### src/rtl/fft_pkg.sv
// Shared FFT definitions: default data/twiddle widths, complex sample type,
// signed saturation and bit-reversal helpers.
package fft_pkg;

    localparam int unsigned DATA_W = 16;
    localparam int unsigned TWID_W = 16;

    typedef struct packed {
        logic signed [DATA_W-1:0] re;
        logic signed [DATA_W-1:0] im;
    } cplx_t;

    // Clamp v to the signed w-bit range; the caller narrows the result to w bits.
    function automatic logic signed [63:0] sat(input logic signed [63:0] v, input int unsigned w);
        logic signed [63:0] hi;
        logic signed [63:0] lo;
        hi = (64'sd1 <<< (w - 1)) - 64'sd1;
        lo = -hi - 64'sd1;
        if (v > hi) return hi;
        if (v < lo) return lo;
        return v;
    endfunction

    function automatic int unsigned bitrev(input int unsigned v, input int unsigned nbits);
        int unsigned r;
        r = 0;
        for (int unsigned i = 0; i < nbits; i++) begin
            r = (r << 1) | ((v >> i) & 32'd1);
        end
        return r;
    endfunction

endpackage

### src/rtl/r2sdf_bf_stage_if.sv
// Streaming sample bus of one R2SDF stage: input sample with start marker,
// registered output sample with start marker and natural-order bin index.
interface r2sdf_bf_stage_if #(
    parameter int unsigned N = 3,
    parameter int unsigned W = fft_pkg::DATA_W
) ();

    logic                start_ip;
    logic signed [W-1:0] ip_re;
    logic signed [W-1:0] ip_im;
    logic signed [W-1:0] op_re;
    logic signed [W-1:0] op_im;
    logic                start_op;
    logic [N-1:0]        op_idx;

    modport master (
        output start_ip, ip_re, ip_im,
        input  op_re, op_im, start_op, op_idx
    );

    modport slave (
        input  start_ip, ip_re, ip_im,
        output op_re, op_im, start_op, op_idx
    );

endinterface

### src/rtl/gen_shuffle_idx.sv
// Constant 2^N-entry bit-reversal table; maps the output position counter
// to the natural-order bin index.
module gen_shuffle_idx
    import fft_pkg::*;
#(
    parameter int unsigned N = 3
) (
    input  logic [N-1:0] addr,
    output logic [N-1:0] idx
);

    localparam int unsigned SIZE = 1 << N;

    logic [N-1:0] tab [SIZE];

    always_comb begin
        for (int unsigned i = 0; i < SIZE; i++) begin
            tab[i] = N'(bitrev(i, N));
        end
    end

    assign idx = tab[addr];

endmodule

### src/rtl/r2sdf_bf_stage.sv
// Radix-2 single-path delay-feedback DIF butterfly stage n of a 2^N-point
// streaming FFT: one complex sample per clock through a D = 2^(N-n) feedback line.
module r2sdf_bf_stage
    import fft_pkg::*;
#(
    parameter int unsigned N  = 3,
    parameter int unsigned n  = 1,
    parameter int unsigned W  = DATA_W,
    parameter int unsigned TW = TWID_W
) (
    input  logic                     clk,
    input  logic                     rst,
    r2sdf_bf_stage_if.slave          bus,
    input  logic [TW*(1<<(N-1))-1:0] cos_tab,
    input  logic [TW*(1<<(N-1))-1:0] sin_tab
);

    localparam int unsigned D   = 1 << (N - n);
    localparam int unsigned CW  = N - n + 1;
    localparam int unsigned NT  = 1 << (N - 1);
    localparam int unsigned TIW = (N > 1) ? N - 1 : 1;
    localparam int unsigned SW  = W + 1;
    localparam int unsigned PW  = W + TW + 1;

    logic signed [TW-1:0] cos_e [NT];
    logic signed [TW-1:0] sin_e [NT];

    for (genvar g = 0; g < NT; g++) begin : g_tab
        assign cos_e[g] = cos_tab[g*TW +: TW];
        assign sin_e[g] = sin_tab[g*TW +: TW];
    end

    logic [CW-1:0]        cnt;
    logic [CW-1:0]        pos;
    logic                 run;
    logic                 pend;
    logic                 active;
    logic                 phase_b;
    logic                 fire;
    logic [TIW-1:0]       tw_sel;
    logic signed [W-1:0]  dl_re [D];
    logic signed [W-1:0]  dl_im [D];
    logic signed [W-1:0]  head_re;
    logic signed [W-1:0]  head_im;
    logic signed [W-1:0]  op_re_d;
    logic signed [W-1:0]  op_im_d;
    logic signed [W-1:0]  push_re;
    logic signed [W-1:0]  push_im;
    logic signed [W-1:0]  op_re_q;
    logic signed [W-1:0]  op_im_q;
    logic                 start_q;
    logic [N-1:0]         ocnt;
    logic [N-1:0]         idx_w;
    logic signed [SW-1:0] sum_re;
    logic signed [SW-1:0] sum_im;
    logic signed [SW-1:0] dif_re;
    logic signed [SW-1:0] dif_im;
    logic signed [PW-1:0] dr;
    logic signed [PW-1:0] di;
    logic signed [PW-1:0] c;
    logic signed [PW-1:0] s;
    logic signed [PW-1:0] pr_re;
    logic signed [PW-1:0] pr_im;

    always_comb begin
        // A start pulse makes the sample at this edge position 0 of a new block.
        active  = bus.start_ip | run;
        pos     = bus.start_ip ? '0 : cnt;
        phase_b = pos[CW-1];
        fire    = pend && (pos == CW'(D));
        tw_sel  = TIW'((N'(pos) - N'(D)) << (n - 1));

        head_re = dl_re[D-1];
        head_im = dl_im[D-1];
        sum_re  = SW'(head_re) + SW'(bus.ip_re);
        sum_im  = SW'(head_im) + SW'(bus.ip_im);
        dif_re  = SW'(head_re) - SW'(bus.ip_re);
        dif_im  = SW'(head_im) - SW'(bus.ip_im);

        // (a - b) * conj(Wk), floored back to the data scale.
        dr    = PW'(dif_re);
        di    = PW'(dif_im);
        c     = PW'(cos_e[tw_sel]);
        s     = PW'(sin_e[tw_sel]);
        pr_re = (dr * c + di * s) >>> (TW - 2);
        pr_im = (di * c - dr * s) >>> (TW - 2);

        op_re_d = head_re;
        op_im_d = head_im;
        push_re = bus.ip_re;
        push_im = bus.ip_im;
        if (phase_b) begin
            op_re_d = W'(sat(64'(sum_re), W));
            op_im_d = W'(sat(64'(sum_im), W));
            push_re = W'(sat(64'(pr_re), W));
            push_im = W'(sat(64'(pr_im), W));
        end
    end

    always_ff @(posedge clk) begin
        if (rst) begin
            cnt     <= '0;
            run     <= 1'b0;
            pend    <= 1'b0;
            start_q <= 1'b0;
            ocnt    <= '0;
            op_re_q <= '0;
            op_im_q <= '0;
            for (int unsigned i = 0; i < D; i++) begin
                dl_re[i] <= '0;
                dl_im[i] <= '0;
            end
        end else begin
            start_q <= fire;
            if (active) begin
                cnt      <= pos + 1'b1;
                run      <= 1'b1;
                op_re_q  <= op_re_d;
                op_im_q  <= op_im_d;
                dl_re[0] <= push_re;
                dl_im[0] <= push_im;
                for (int unsigned i = 1; i < D; i++) begin
                    dl_re[i] <= dl_re[i-1];
                    dl_im[i] <= dl_im[i-1];
                end
            end else begin
                op_re_q <= '0;
                op_im_q <= '0;
            end
            if (bus.start_ip) begin
                pend <= 1'b1;
            end else if (fire) begin
                pend <= 1'b0;
            end
            if (fire) begin
                ocnt <= '0;
            end else if (run) begin
                ocnt <= ocnt + 1'b1;
            end
        end
    end

    gen_shuffle_idx #(.N(N)) u_idx (
        .addr (ocnt),
        .idx  (idx_w)
    );

    assign bus.op_re    = op_re_q;
    assign bus.op_im    = op_im_q;
    assign bus.start_op = start_q;
    assign bus.op_idx   = idx_w;

endmodule

### src/flat_wrapper.sv
// flat-port wrapper written by rule: the top's interface ports become plain ports
module r2sdf_bf_stage_flat import fft_pkg::*;
#(
    parameter int unsigned N  = 3,
    parameter int unsigned n  = 1,
    parameter int unsigned W  = DATA_W,
    parameter int unsigned TW = TWID_W
)
  (clk, rst, cos_tab, sin_tab, bus_start_ip, bus_ip_re, bus_ip_im, bus_op_re, bus_op_im, bus_start_op, bus_op_idx);
  r2sdf_bf_stage_if #(.N(N), .W(W)) bus_i ();
  input  logic clk;
  input  logic rst;
  input  logic [TW*(1<<(N-1))-1:0] cos_tab;
  input  logic [TW*(1<<(N-1))-1:0] sin_tab;
  input wire logic [$bits(bus_i.start_ip)-1:0] bus_start_ip;
  input wire logic [$bits(bus_i.ip_re)-1:0] bus_ip_re;
  input wire logic [$bits(bus_i.ip_im)-1:0] bus_ip_im;
  output wire logic [$bits(bus_i.op_re)-1:0] bus_op_re;
  output wire logic [$bits(bus_i.op_im)-1:0] bus_op_im;
  output wire logic [$bits(bus_i.start_op)-1:0] bus_start_op;
  output wire logic [$bits(bus_i.op_idx)-1:0] bus_op_idx;
  assign bus_i.start_ip = bus_start_ip;
  assign bus_i.ip_re = bus_ip_re;
  assign bus_i.ip_im = bus_ip_im;
  assign bus_op_re = bus_i.op_re;
  assign bus_op_im = bus_i.op_im;
  assign bus_start_op = bus_i.start_op;
  assign bus_op_idx = bus_i.op_idx;
  r2sdf_bf_stage #(.N(N), .n(n), .W(W), .TW(TW)) u_core (.clk(clk), .rst(rst), .bus(bus_i), .cos_tab(cos_tab), .sin_tab(sin_tab));
endmodule
### config.mk
export PLATFORM = sky130hd
export DESIGN_NAME = r2sdf_bf_stage_flat
export DESIGN_NICKNAME = d
export VERILOG_FILES = /design/src/rtl/fft_pkg.sv /design/src/rtl/r2sdf_bf_stage_if.sv /design/src/rtl/gen_shuffle_idx.sv /design/src/rtl/r2sdf_bf_stage.sv /design/src/flat_wrapper.sv
export SDC_FILE = /design/constraint.sdc
export NUM_CORES = 2
export LEC_CHECK = 0
export BUFFER_PORTS_ARGS = -buffer_cell sky130_fd_sc_hd__buf_2
export CAP_MARGIN = 20
export CORE_AREA = 4 4 300 302
export CTS_CLUSTER_SIZE = 14
export DETAILED_ROUTE_END_ITERATION = 8
export DIE_AREA = 0 0 304 306
export HOLD_SLACK_MARGIN = 0.08
export PLACE_DENSITY = 0.74
export RECOVER_POWER = 50
export SLEW_MARGIN = 20
export SYNTH_ARGS = -nofsm -noshare
export SYNTH_HDL_FRONTEND = slang
export SYNTH_HIERARCHICAL = 1
export SYNTH_SLANG_ARGS = --single-unit
### constraint.sdc
create_clock -name clk -period 14.7 [get_ports clk]
set_clock_uncertainty 0.2 [all_clocks]
set_input_delay 2.205 -clock clk [delete_from_list [all_inputs] [get_ports clk]]
set_output_delay 2.205 -clock clk [all_outputs]
set_load 0.05 [all_outputs]
After elaboration in Yosys (flattened, before gate mapping)
Memory sizes are Yosys's and may differ from the RTL's. Cells that the tools add are included.

Memories kept: 3. Bits in writable memories: 128. Output and inout bits: 36. Logic and storage cells: 114. Register bits: 41. Bits in read-only memories: 24.

Multipliers: 4. $add $sub $neg: 9. $lt $le $gt $ge: 10. Reductions and logical operators: 4. Equal/unequal tests: 1. Muxes and demuxes: 64. Bitwise gates (word level): 12.

Memories: u_core.dl_im (words 4, width 16, rd ports 4, clocked after Yosys merged registers in 0, write ports 4, line r2sdf_bf_stage.sv:42) `logic signed [W-1:0] dl_im [D];`; u_core.dl_re (words 4, width 16, rd ports 4, clocked after Yosys merged registers in 0, write ports 4, line r2sdf_bf_stage.sv:41) `logic signed [W-1:0] dl_re [D];`; (name not given) (words 8, width 3, rd ports 1, clocked after Yosys merged registers in 0, write ports 0, line gen_shuffle_idx.sv:22) `assign idx = tab[addr];`.

Operators with widths (number): $mux 16 (32); $mul 17x16->33 (4); $bmux 16 s2 (2); $gt 19x16->1 const B (2); $lt 19x16->1 const B (2); $add 16x16->17 (2); $gt 17x16->1 const B (2); $lt 17x16->1 const B (2); $sub 16x16->17 (2); $add 33x33->33 (1); $sub 33x33->33 (1); $mux 1 (27); $mux 3 (3); $or 1x1->1 (9); $add 3x1->3 const B (2); $ge 4x4->1 const B (1); $not 3->4 (1); $reduce_or 2->1 (2); $eq 3x3->1 const B (1); $ge 3x3->1 const B (1); $not 2->3 (1); $reduce_bool 2->1 (1); $sub 2x1->2 const B (1); $logic_and 1x1->1 (1); $not 1->1 (1).

Depth between registers and ports, before layout
Depth after elaboration: 17. Gate-level depth with buffers: 43. Depth with buffers taken out: 41.

Cells and area by module
Netlist, hierarchy kept.

By module, submodules not included: r2sdf_bf_stage (times used 1, area an instance 52069.9 um2, cells each 5764, sequential area each 4664.5 um2); gen_shuffle_idx (times used 1, area an instance 22.5 um2, cells each 3, sequential area each 0.0 um2).

Least setup slack after synthesis
Ideal clock, no wire load.

Kind: input-to-reg. From: input port bus_ip_im[2]. To: memory u_core/dl_im[0][10] in the netlist's numbering, data pin. Slack: 2313 ps. Arrival: 11905 ps. Stages on the path: 38. Path through: inv_1 -> ha_1 -> buf_2 -> nor2b_1 -> o21ai_1 -> a21boi_0 -> o21ai_1 -> a21oi_1 -> o21ai_1 -> a21oi_1 -> o211a_1 -> o41ai_1 -> clkbuf_1 -> nand2_1 -> fa_1 -> fa_1 -> inv_1 -> fa_1 -> (+2 left out) -> inv_1 -> fa_1 -> fa_1 -> fa_1 -> inv_1 -> fa_1 -> inv_1 -> ha_1 -> a21o_1 -> a21oi_1 -> o21ai_0 -> a221o_1 -> a221o_2 -> a211o_1 -> a21o_1 -> a21oi_4 -> buf_6 -> a221oi_2.

RTL lines: start: declaration (line flat_wrapper.sv:17) `input wire logic [$bits(bus_i.ip_im)-1:0] bus_ip_im;`; end: declaration (line r2sdf_bf_stage.sv:42).

==> flow_summary.json <==
{
  "status": "complete, but fails checks",
  "violations": "max-capacitance violations, max-slew violations",
  "synth.top_cell.area_share": 0.4589,
  "min_to": "u_core/bus.start_op",
  "drive_gt1_frac": 0.07316,
  "rr_worst_depth": 35,
  "grt_pass1_vias": 43710,
  "r2r-start": "u_core/dl_im[0][50]",
  "cts.path.max_buffers": 2,
  "r2r_end": "u_core/dl_im[0][3]",
  "nNetsFinal": 7583,
  "numPortBuffers": 198,
  "grt_util_all_layers": 0.3686,
  "cts_setup_buffers": 0,
  "required_ns": 14.63,
  "start_util": 0.5940,
  "drt-vias-per-instance": 5.748,
  "coreArea_um2": 87690,
  "synthCells": 5767,
  "holdPathStages": 2,
  "layout_setup_ws_ns": 0.8083,
  "min_period_ns": 13.89,
  "async_flop_share": 0,
  "first_iter_violations": 3688,
  "max_freq_mhz": 71.99,
  "die_w_um": 304,
  "dp_worst_setup_slack_ns": 0.5129,
  "yosys.area.top_type": "fa_1",
  "syn_nets": 7513,
  "ctsResizeCount": 0,
  "cp_slowest_cell": "a31oi_1",
  "root_buffer": "clkbuf_16",
  "clkTransAtPathRegs_ns": 0.07,
  "synth_area_leaders": "fa_1 (46%), inv_1 (10%), ha_1 (9.3%)",
  "io_pins": 199,
  "hold_class": "reg -> reg",
  "dr.pass1.iters": 6,
  "grt_setup_unrepaired": "no",
  "routedWlPerCell_um": 23.74,
  "vias": 40360,
  "grt-ovfl-total": 0,
  "cts_tree": "yes",
  "ys_ff_latch": 169,
  "crit_type": "in -> reg",
  "relSlewSlack": -0.8453,
  "ys.flop_type": "edfxtp_1",
  "synthToLayoutAreaGrowth_pct": 6.120,
  "layout_worst_path_cycle_share": 0.9450,
  "startpoint_type": "input pin",
  "cts_buffers": 17,
  "hp-start": "u_core/pend",
  "antenna_found_initial": 5,
  "path_common_cell": "fa_1",
  "grt_max_degree": 81,
  "routed_wl_um": 166600,
  "place_hpwl_um": 132700,
  "fillers": 7428,
  "end_kind": "flip-flop",
  "synthesis.area_um2": 52090,
  "synth_edf_count": 128,
  "drtAntennaViolNets": 0,
  "cts_sinks": 169,
  "clk_latency_ns": 0.44,
  "setup_viol": 0,
  "yosys_warnings": 6,
  "syn_avg_cell_area_um2": 9.033,
  "grt_pass1_wl_um": 257700,
  "worstPathArrival_ns": 13.82,
  "maxSlewViolCount": 144,
  "ff2ff_setup_slack_ns": 2.28,
  "ys_types": 87,
  "slowest_delay_ns": 0.80,
  "place_congestion": 1.029,
  "report.final.hold_viol_count": 0,
  "die-area_um2": 93020,
  "fin_tns_setup_ns": 0,
  "die_h_um": 306,
  "worst-slew-pin-transition_ns": 2.768,
  "htree_levels": 4,
  "drc_errors": 0,
  "critical_path.max_fanout": 18,
  "seq_area_frac_synth": 0.08954,
  "holdBufCountCts": 0,
  "row_count": 109,
  "drv_cap": 2
}
-- worst max-delay path: cells and delay by family --
family                   cells  cell delay, ns
AO/OA/AOI/OAI               18            5.78
adder cells (fa/ha/maj)     10            4.78
buffers and inverters        7            0.70
XOR/XNOR                     1            0.22
AND/OR/NAND/NOR              1            0.08
-- Yosys cell counts (all sizes together), types with 11 or more instances --
library cell,n
a211oi,12
a21o,22
a21oi,99
a221oi,29
a311o,19
a311oi,11
a31oi,44
and2,134
buf,38
clkbuf,252
dfxtp,41
edfxtp,128
fa,1194
ha,389
inv,1454
maj3,25
mux2i,64
nand2,625
nand2b,39
nand3,16
nor2,660
nor2b,22
nor3,49
o21ai,90
o21bai,13
or2,17
or3,15
xnor2,116
xor2,44
-- layout by cell type (no fill, tap or decap), types with 19 or more instances in the layout --
cell type  instances
nand2_1          625
nor2b_1           19
nor2_1           656
fa_1            1193
maj3_1            25
a31oi_1           41
o21ai_0           69
xor2_1            43
a21oi_1           94
edfxtp_1         128
xnor2_1           94
clkbuf_1          38
buf_4            141
nor3_1            49
a311o_1           19
a21o_1            22
buf_2            161
and2_1            94
ha_1             389
mux2i_1           64
inv_1           1454
nand2b_1          36
and2_0            37
xnor2_2           20
dfxtp_1           40
a221oi_1          20
-- registers in the layout, summed over array words and instances, names as in the netlist --
name and flops:
u_core/run 1, u_core/bus.op_re 16, u_core/cnt 3, u_core/dl_im 64, u_core/pend 1, u_core/bus.start_op 1
u_core/bus.op_im 16, u_core/ocnt 3, u_core/dl_re 64
-- logic make-up after synthesis --
| family | share of synthesized area |
|---|---|
| muxes | 0.01273 |
| buffers and inverters | 0.1268 |
| DFF | 0.08954 |
| AOI/OAI and AO/OA | 0.05649 |
| adders and majority gates | 0.5571 |
| and+or+nand+nor | 0.1301 |
| xor gates and xnor gates | 0.02726 |
-- stage by stage --
step	utilization	hold slack (ns)	area (um2)	instances
final	0.6304	0.2748	55280	7021
after floorplan	-	0.2388	52090	5767
after global routing	0.6302	0.2988	55270	7016
after global placement	0.6238	0.2593	54700	6982
after detailed placement	0.6239	0.2604	54710	6982
after CTS	0.6306	0.2693	55300	7014
-- worst max path at each step --
stage | from | endpoint | slack [ns] | cells after the start
global route | bus_ip_im[2] | u_core/dl_im[0][3] | 0.31 | 36
detailed placement | bus_ip_im[2] | u_core/dl_im[0][3] | 0.51 | 37
floorplan | bus_ip_im[2] | u_core/dl_im[0][10] | 2.31 | 38
CTS | bus_ip_im[2] | u_core/dl_im[0][3] | 0.96 | 37
global placement | bus_ip_im[2] | u_core/dl_im[0][2] | 0.81 | 37
finish | bus_ip_im[2] | u_core/dl_im[0][3] | 0.81 | 37
-- metal layers --
| layer | GRT usage | vias to the layer above | wire [um] |
|---|---|---|---|
| met5 | 0 | - | 0 |
| met4 | 0.2650 | 0 | 16630 |
| met3 | 0.1015 | 703 | 19970 |
| met2 | 0.5630 | 2462 | 72370 |
| met1 | 0.4557 | 20050 | 57670 |
| li1 | - | 17150 | - |
-- final cells by class --
class,instances,area (um2),area share
clock inverters,13,142.6,0.002580
well taps,1165,1458,0.02637
diodes,6,15.01,0.0002716
flip-flops and latches,169,4666,0.08440
inverters,1455,5461,0.09880
multi-input cells,3853,41060,0.7428
repair buffers,341,2022,0.03658
clock buffers,19,452.9,0.008193
Power is left out: the tool's default activity adds up to more than one toggle a clock period on the data nets, which glitch-free logic cannot reach.
